$ cat src/rtl/rcpu_core.sv
// rcpu_core: minimal 16-bit multi-cycle CPU core.
// Four 16-bit GPRs, Z/C flags, 16-bit word-addressed PC, one asynchronous
// read-only memory port shared by instruction fetch and LD.
// Every instruction takes one FETCH cycle and one EXEC cycle; HLT parks the
// core in HALT until reset.
// Optional build macro RCPU_DEBUG_EN adds dbgSel/dbgData/dbgPc observation
// ports; without it the core is complete and behaves identically.

module rcpu_core #(
  parameter logic [15:0] RESET_PC = 16'h0000
) (
  input  logic        clk,
  input  logic        rst,
  output logic [15:0] memAddr,
  input  logic [15:0] memRead,
  output logic        halted
`ifdef RCPU_DEBUG_EN
  ,
  input  logic [1:0]  dbgSel,
  output logic [15:0] dbgData,
  output logic [15:0] dbgPc
`endif
);

  typedef enum logic [1:0] {
    S_FETCH = 2'd0,
    S_EXEC  = 2'd1,
    S_HALT  = 2'd2
  } state_t;

  typedef enum logic [3:0] {
    OP_NOP  = 4'h0, OP_LDI = 4'h1, OP_LDH = 4'h2, OP_MOV  = 4'h3,
    OP_ADD  = 4'h4, OP_SUB = 4'h5, OP_AND = 4'h6, OP_OR   = 4'h7,
    OP_XOR  = 4'h8, OP_SHL = 4'h9, OP_SHR = 4'hA, OP_LD   = 4'hB,
    OP_BCC  = 4'hC, OP_ADDI = 4'hD, OP_HLT = 4'hE, OP_RSV = 4'hF
  } op_t;

  state_t      state;
  logic [15:0] pc;
  logic [15:0] ir;
  logic [15:0] gpr [4];
  logic        z_flag;
  logic        c_flag;

  // Instruction fields decoded from the latched IR.
  op_t         op;
  logic [1:0]  rd;
  logic [1:0]  rs;
  logic [7:0]  imm8;
  logic [15:0] sext_imm;
  logic [15:0] rd_val;
  logic [15:0] rs_val;

  assign op       = op_t'(ir[15:12]);
  assign rd       = ir[11:10];
  assign rs       = ir[9:8];
  assign imm8     = ir[7:0];
  assign sext_imm = {{8{imm8[7]}}, imm8};
  assign rd_val   = gpr[rd];
  assign rs_val   = gpr[rs];

  // ALU results for the EXEC cycle.
  logic [15:0] alu_res;
  logic        alu_c;
  logic        rd_wr;
  logic        flag_wr;
  logic        br_take;

  // Compute the destination value, carry and write enables from the IR.
  always_comb begin
    // NOTE: every output gets a default first so no path leaves one unassigned
    // and a latch is inferred; combinational blocks use blocking assignments.
    alu_res = rd_val;
    alu_c   = c_flag;
    rd_wr   = 1'b0;
    flag_wr = 1'b0;
    br_take = 1'b0;
    case (op)
      OP_LDI:  begin alu_res = {8'h00, imm8};          rd_wr = 1'b1; end
      OP_LDH:  begin alu_res = {imm8, rd_val[7:0]};    rd_wr = 1'b1; end
      OP_MOV:  begin alu_res = rs_val;                 rd_wr = 1'b1; end
      OP_ADD:  begin
        {alu_c, alu_res} = {1'b0, rd_val} + {1'b0, rs_val};
        rd_wr = 1'b1; flag_wr = 1'b1;
      end
      // Bit 16 of the widened difference is the borrow (rd < rs unsigned).
      OP_SUB:  begin
        {alu_c, alu_res} = {1'b0, rd_val} - {1'b0, rs_val};
        rd_wr = 1'b1; flag_wr = 1'b1;
      end
      OP_AND:  begin alu_res = rd_val & rs_val; rd_wr = 1'b1; flag_wr = 1'b1; end
      OP_OR:   begin alu_res = rd_val | rs_val; rd_wr = 1'b1; flag_wr = 1'b1; end
      OP_XOR:  begin alu_res = rd_val ^ rs_val; rd_wr = 1'b1; flag_wr = 1'b1; end
      OP_SHL:  begin {alu_c, alu_res} = {rd_val, 1'b0}; rd_wr = 1'b1; flag_wr = 1'b1; end
      OP_SHR:  begin {alu_res, alu_c} = {1'b0, rd_val}; rd_wr = 1'b1; flag_wr = 1'b1; end
      OP_LD:   begin alu_res = memRead; rd_wr = 1'b1; end
      OP_ADDI: begin
        {alu_c, alu_res} = {1'b0, rd_val} + {1'b0, sext_imm};
        rd_wr = 1'b1; flag_wr = 1'b1;
      end
      // Branch condition lives in the rd field.
      OP_BCC: begin
        case (rd)
          2'b00:   br_take = 1'b1;
          2'b01:   br_take = z_flag;
          2'b10:   br_take = ~z_flag;
          default: br_take = c_flag;
        endcase
      end
      default: ;
    endcase
  end

  // Memory address: the PC everywhere except the EXEC cycle of LD.
  always_comb begin
    memAddr = pc;
    if (state == S_EXEC && op == OP_LD) memAddr = rs_val;
  end

  // Core state machine: fetch, execute, halt.
  always_ff @(posedge clk or posedge rst) begin
    if (rst) begin
      state  <= S_FETCH;
      pc     <= RESET_PC;
      ir     <= 16'h0000;
      z_flag <= 1'b0;
      c_flag <= 1'b0;
      halted <= 1'b0;
      // NOTE: the register file is cleared on reset because software may read
      // any GPR before writing it; four words of flops make this cheap.
      for (int i = 0; i < 4; i++) gpr[i] <= 16'h0000;
    end else begin
      // NOTE: non-blocking assignments so every register samples pre-edge
      // values; ADD R1,R1 therefore sees the old R1 on both operands.
      case (state)
        S_FETCH: begin
          ir    <= memRead;
          pc    <= pc + 16'd1;
          state <= S_EXEC;
        end
        S_EXEC: begin
          if (rd_wr) gpr[rd] <= alu_res;
          if (flag_wr) begin
            z_flag <= (alu_res == 16'h0000);
            c_flag <= alu_c;
          end
          if (br_take) pc <= pc + sext_imm;
          if (op == OP_HLT) begin
            state  <= S_HALT;
            halted <= 1'b1;
          end else begin
            state <= S_FETCH;
          end
        end
        S_HALT: ;
        default: state <= S_FETCH;
      endcase
    end
  end

`ifdef RCPU_DEBUG_EN
  // Debug observation of the register file and PC.
  assign dbgData = gpr[dbgSel];
  assign dbgPc   = pc;
`endif

endmodule

$ cat config.mk
export PLATFORM = sky130hd
export DESIGN_NAME = rcpu_core
export DESIGN_NICKNAME = d
export VERILOG_FILES = /design/src/rtl/rcpu_core.sv
export SDC_FILE = /design/constraint.sdc
export NUM_CORES = 1
export LEC_CHECK = 0
export BUFFER_PORTS_ARGS = -buffer_cell sky130_fd_sc_hd__buf_2
export CORE_MARGIN = 10
export CORE_UTILIZATION = 30
export CTS_CLUSTER_SIZE = 28
export DETAILED_ROUTE_END_ITERATION = 16
export SLEW_MARGIN = 20
export SYNTH_ARGS = -nofsm -noshare
export SYNTH_HDL_FRONTEND = slang
export SYNTH_SLANG_ARGS = --single-unit
$ cat constraint.sdc
create_clock -name clk -period 5 [get_ports clk]
set_input_delay 0.75 -clock clk [delete_from_list [all_inputs] [get_ports clk]]
set_output_delay 0.75 -clock clk [all_outputs]
set_load 0.02 [all_outputs]
Word level (Yosys, flattened, before mapping). Index checks and enable logic that the tools add are counted.

Bits in registers: 101. Latch bits: 0. Bits in writable memories: 0. ROM bits: 0. Output and inout bits: 17. Memories kept: 0.

$add $sub $neg: 5. Multipliers: 0. Div/mod/pow operators: 0. Magnitude comparators: 3. Eq/ne operators: 19. Shift operators: 0. Muxes and demuxes: 20. Bitwise logic cells: 6. Reduce and logical (&&, ||, !) cells: 14.

Operators by type and width (number): $pmux 16 s12 (1); $mux 16 (7); $bmux 16 s2 (2); $bwmux 64 (1); $add 16x16->17 (2); $demux 16 s2 (1); $pmux 16 s2 (1); $eq 4x4->1 const B (7); $sub 16x16->17 (1); $add 16x1->16 const B (1); $add 16x16->16 (1); $and 16x16->16 (1); $eq 4x3->1 const B (4); $logic_not 16->1 (1); $or 16x16->16 (1); $xor 16x16->16 (1); $reduce_or 12->1 (1); $eq 4x2->1 const B (2); $reduce_and 2->1 (4); $reduce_or 8->1 (1); $ge 3x3->1 const B (2); $not 2->3 (2); $pmux 2 s3 (1); $pmux 1 s5 (1); 14 further kinds (20).

Logic depth before layout (Yosys ltp).
Depth after elaboration: 7. Gate-level depth with buffers: 16.

Worst setup path after synthesis. No wires, ideal clock.

Path type: reg-to-reg. Start: reg ir[9]. End: reg z_flag. Library setup time: 0.092 ns. Arrival: 4.466 ns. Slack: 0.443 ns. Cell stages (with the launch flop): 15. Clock period less this slack: 4.557 ns. Path through: dfrtp_1 -> clkbuf_1 -> clkbuf_1 -> mux4_2 -> ha_1 -> fa_1 -> o21bai_1 -> nand3_1 -> and3b_1 -> a221o_1 -> a221oi_2 -> nand4_1 -> or4b_1 -> or4b_1 -> o31ai_2.

Cells in the longest elaborated chain, start to end: 7. Elaborated cells between the ends (all ways): 11. Classes of those cells: 2 x add/sub; 4 x mux; 4 x bitwise; 1 x reduce/logical.

RTL lines: start, declared (RTL line 40) `logic [15:0] ir;`; start signal, assigned (RTL line 137) `ir <= memRead;`; $not 2->3 (not written as such) (*) (RTL line 60) `assign rs_val = gpr[rs];`; $bmux 16 s2 (*) (RTL line 60); $mux 16 (not written as such) (*) (2 in a row) (RTL line 60); $sub 16x16->17 (tied with other cells) (RTL line 88) `{alu_c, alu_res} = {1'b0, rd_val} - {1'b0, rs_val};`; $pmux 16 s12 (*) (RTL line 78) `case (op)`; $logic_not 16->1 (*) (RTL line 144) `z_flag <= (alu_res == 16'h0000);`; end signal, assigned (RTL line 144); end, declared (RTL line 42) `logic z_flag;`.

Mark *: on every way between the ends. The rest lies on a longest branch, timed or not. The select of a mux whose other input is x is not followed. A chain may end at the register's enable or synchronous reset.

Worst setup path in the final report.
Start: reg ir[8]. End: reg z_flag.

Same word-level chain as after synthesis.

==> results by group <==
Status
  – Status: finished clean

Synthesis
  – Async S/R FF share, synth: 100%
  – Syn_area_per_cell: 8.71 um2
  – Largest cells by area after synthesis: dfrtp_1 (26%), ha_1 (10%), mux4_2 (7.4%)
  – Largest family of logic cells by synthesized area: compound AO/OA/AOI/OAI gates
  – Syn_nets: 1227
  – Cells after synthesis: 1123
  – Main synth FF type: dfrtp_1
  – Synth Area in XOR/XNOR: 1.34%
  – Yosys top cell area share: 25.8%
  – #FFs+latches synth: 101
  – Post-synth EDFFs: 0
  – Synth area leader: dfrtp_1
  – Simple-Gate Fraction of Synth Area: 18.6%
  – Synthesized-area fraction occupied by adder cells: 11.3%
  – Sequential area share after synthesis: 25.8%
  – Post-synth design cell area: 0.00978 mm2
  – Compound-Gate Fraction of Synth Area: 24.1%
  – Mux share of post-synthesis cell area: 13.3%
  – Yosys cell types: 86
  – Synth warnings: 0

Timing
  – Final WS setup: 0.196 ns
  – Slew @ Worst Pin: 1.11 ns
  – RSZ-0062 raised after global routing: false
  – Setup violators final: 0
  – Achievable Freq: 208 MHz
  – Fin Clk Skew: 0.0125 ns
  – Crit path time final: 4.80 ns
  – Slew Viols, Final: 0
  – Tcrit/Tclk final: 96.1%
  – Final hold vios: 0
  – Final sum of negative setup slack: 0 ns
  – Slew margin rel.: 25.2%

Clock tree
  – Hold buffer count at CTS: 0
  – CTS Sinks: 101
  – Max Buffers Root-to-Sink: 2
  – Max H-tree Level: 3
  – Post-CTS setup buffer count: 0
  – Clock-pin slew on the worst setup and hold paths: 0.07 ns
  – Post-CTS resize count: 0
  – CTS Buf Count: 9
  – Worst-Skew Late Latency: 0.36 ns
  – TritonCTS clock tree: built
  – CTS Root Cell: clkbuf_16

Placement
  – Routability cong.: 0.988
  – Placed cell areas: 0.0107 mm2
  – Port Buffers: 34
  – HPWL Detailed: 27300 um
  – DP Worst Slack: 0.173 ns

Critical path
  – Critical path's largest stage delay: 0.59 ns
  – Most frequent CP cell: or4b_1
  – CP required: 5.27 ns
  – Crit start category: flip-flop
  – CP max FO: 5
  – CP top delay family: simple AND/OR/NAND/NOR gates
  – Setup Crit Path Kind: flip-flop to flip-flop
  – WP data arrival: 5.07 ns
  – Crit path cell chain: mux4_2 -> ha_1 -> fa_1 -> o21bai_1 -> nand3_1 -> and3b_1 -> a221o_1 -> a221oi_2 -> nand4_1 -> or4b_1 -> or4b_1 -> o31ai_2
  – Buf/Inv on CP: 0
  – Crit-path slowest cell: mux4_2
  – CP endpoint kind: flip-flop

Floorplanning
  – Core area: 0.0324 mm2
  – DIE AREA: 0.0402 mm2
  – # IOs: 35
  – Initial Utilization: 30.2%
  – Die Wd: 201 um
  – Die height: 201 um
  – FP Rows: 66

GRT
  – First-pass GRT wire length: 54800 um
  – Vias in the first global route: 9046
  – Largest net degree at the start of global routing: 81
  – Grt ovf: 0
  – GRT Total Usage: 17.2%
  – Initial antenna violation count: 0

Min path
  – Hold crit path type: flip-flop to flip-flop

Route
  – Drt first-iter violations: 945
  – Antenna viol nets, final: 0
  – Total Wirelength: 35600 um
  – DRT Pass-1 Iters: 5
  – Via count: 9409
  – Vias per cell: 5.87
  – Avg WL per Cell: 22.2 um
  – DRC viols: 0

Finish
  – N_diodes: 0
  – Area Overhead vs Synth: 13.0%
  – Layout cells sized above 1: 17.5%
  – Nets@finish: 1259
  – Design area: 0.0111 mm2

Flow run
  – Max Cap Viol: 0
[worst paths after layout]
check	start	cells after the start	slack, ns	end
hold reg to reg	pc[15]	1	0.47	pc[15]
setup / recovery	ir[8]	12	0.20	z_flag
min in group asynchronous	rst	2	0.54	pc[10]
hold / removal	pc[15]	1	0.47	pc[15]
max in group asynchronous	rst	3	3.62	gpr[43]
setup reg to reg	ir[8]	12	0.20	z_flag
[cells in the mapped netlist, types with 11 or more instances]
| cell | n |
|---|---|
| nor2_1 | 53 |
| nor2b_1 | 15 |
| nand2b_1 | 12 |
| o21ai_0 | 83 |
| or3_1 | 15 |
| nor3_1 | 22 |
| buf_2 | 12 |
| inv_1 | 62 |
| clkbuf_1 | 50 |
| mux4_2 | 32 |
| a21o_1 | 20 |
| ha_1 | 82 |
| dfrtp_1 | 101 |
| nand3_1 | 23 |
| o211ai_1 | 12 |
| and2_1 | 11 |
| mux2_2 | 43 |
| a22oi_1 | 16 |
| nand2_1 | 147 |
| o21ai_1 | 25 |
| a21oi_1 | 42 |
| a221oi_1 | 12 |
| o21a_1 | 11 |
[state kept, by name, indices dropped and copies added (netlist names)]
signal,flops
state,2
gpr,64
pc,16
z_flag,1
halted,1
c_flag,1
ir,16
[metrics by stage]
| stage | hold slack (ns) | util [%] | std cells |
|---|---|---|---|
| after floorplan | 0.438 | - | 1123 |
| after global placement | 0.446 | 33.0 | 1586 |
| after detailed placement | 0.460 | 33.0 | 1586 |
| after CTS | 0.471 | 34.1 | 1602 |
| after global routing | 0.518 | 34.1 | 1602 |
| final | 0.469 | 34.1 | 1602 |
[cell families (layout without fill, tap and decap cells)]
kind of cell,after synthesis,after routing
flops,101,101
mux,85,85
fa+ha+maj,86,86
xor+xnor,15,15
compound gates,343,343
simple gates,362,362
buf+inv,131,168
[cell type report]
cell class	count	area, um2
fill	3439	21300
multi-input combinational	891	6780
sequential	101	2530
timing repair buffer	89	596
tap	442	553
inverter	63	241
clock buffer	9	225
clock inverter	7	128
[worst register-to-register path: cells and delay by family, from the launching register on]
family	cells	cell delay, ns
flip-flops	1	0.45
AO/OA/AOI/OAI	4	1.27
adder cells (fa/ha/maj)	2	0.78
AND/OR/NAND/NOR	5	1.62
multiplexers	1	0.60
[layer usage]
metal | vias up | global-route usage (%) | part of all wire (%)
met3 | 87 | 2.18 | 7.6
met5 | - | 0 | 0
met4 | 0 | 8.33 | 4.7
li1 | 4292 | - | -
met2 | 426 | 27.2 | 45
met1 | 4604 | 22.7 | 42
[cell usage in the layout (no fill, tap or decap), drive strengths merged, types with 11 or more instances in the layout]
master,count
nand2,147
o21ai,108
dfrtp,101
buf,89
ha,82
inv,66
nor2,53
mux2,43
a21oi,42
mux4,32
nand3,23
nor3,23
a21o,20
a22oi,16
or3,15
nor2b,15
a221oi,13
nand2b,12
o211ai,12
o21a,11
and2,11
Power is left out: the tool's default activity adds up to more than one toggle a clock period on the data nets, which glitch-free logic cannot reach.
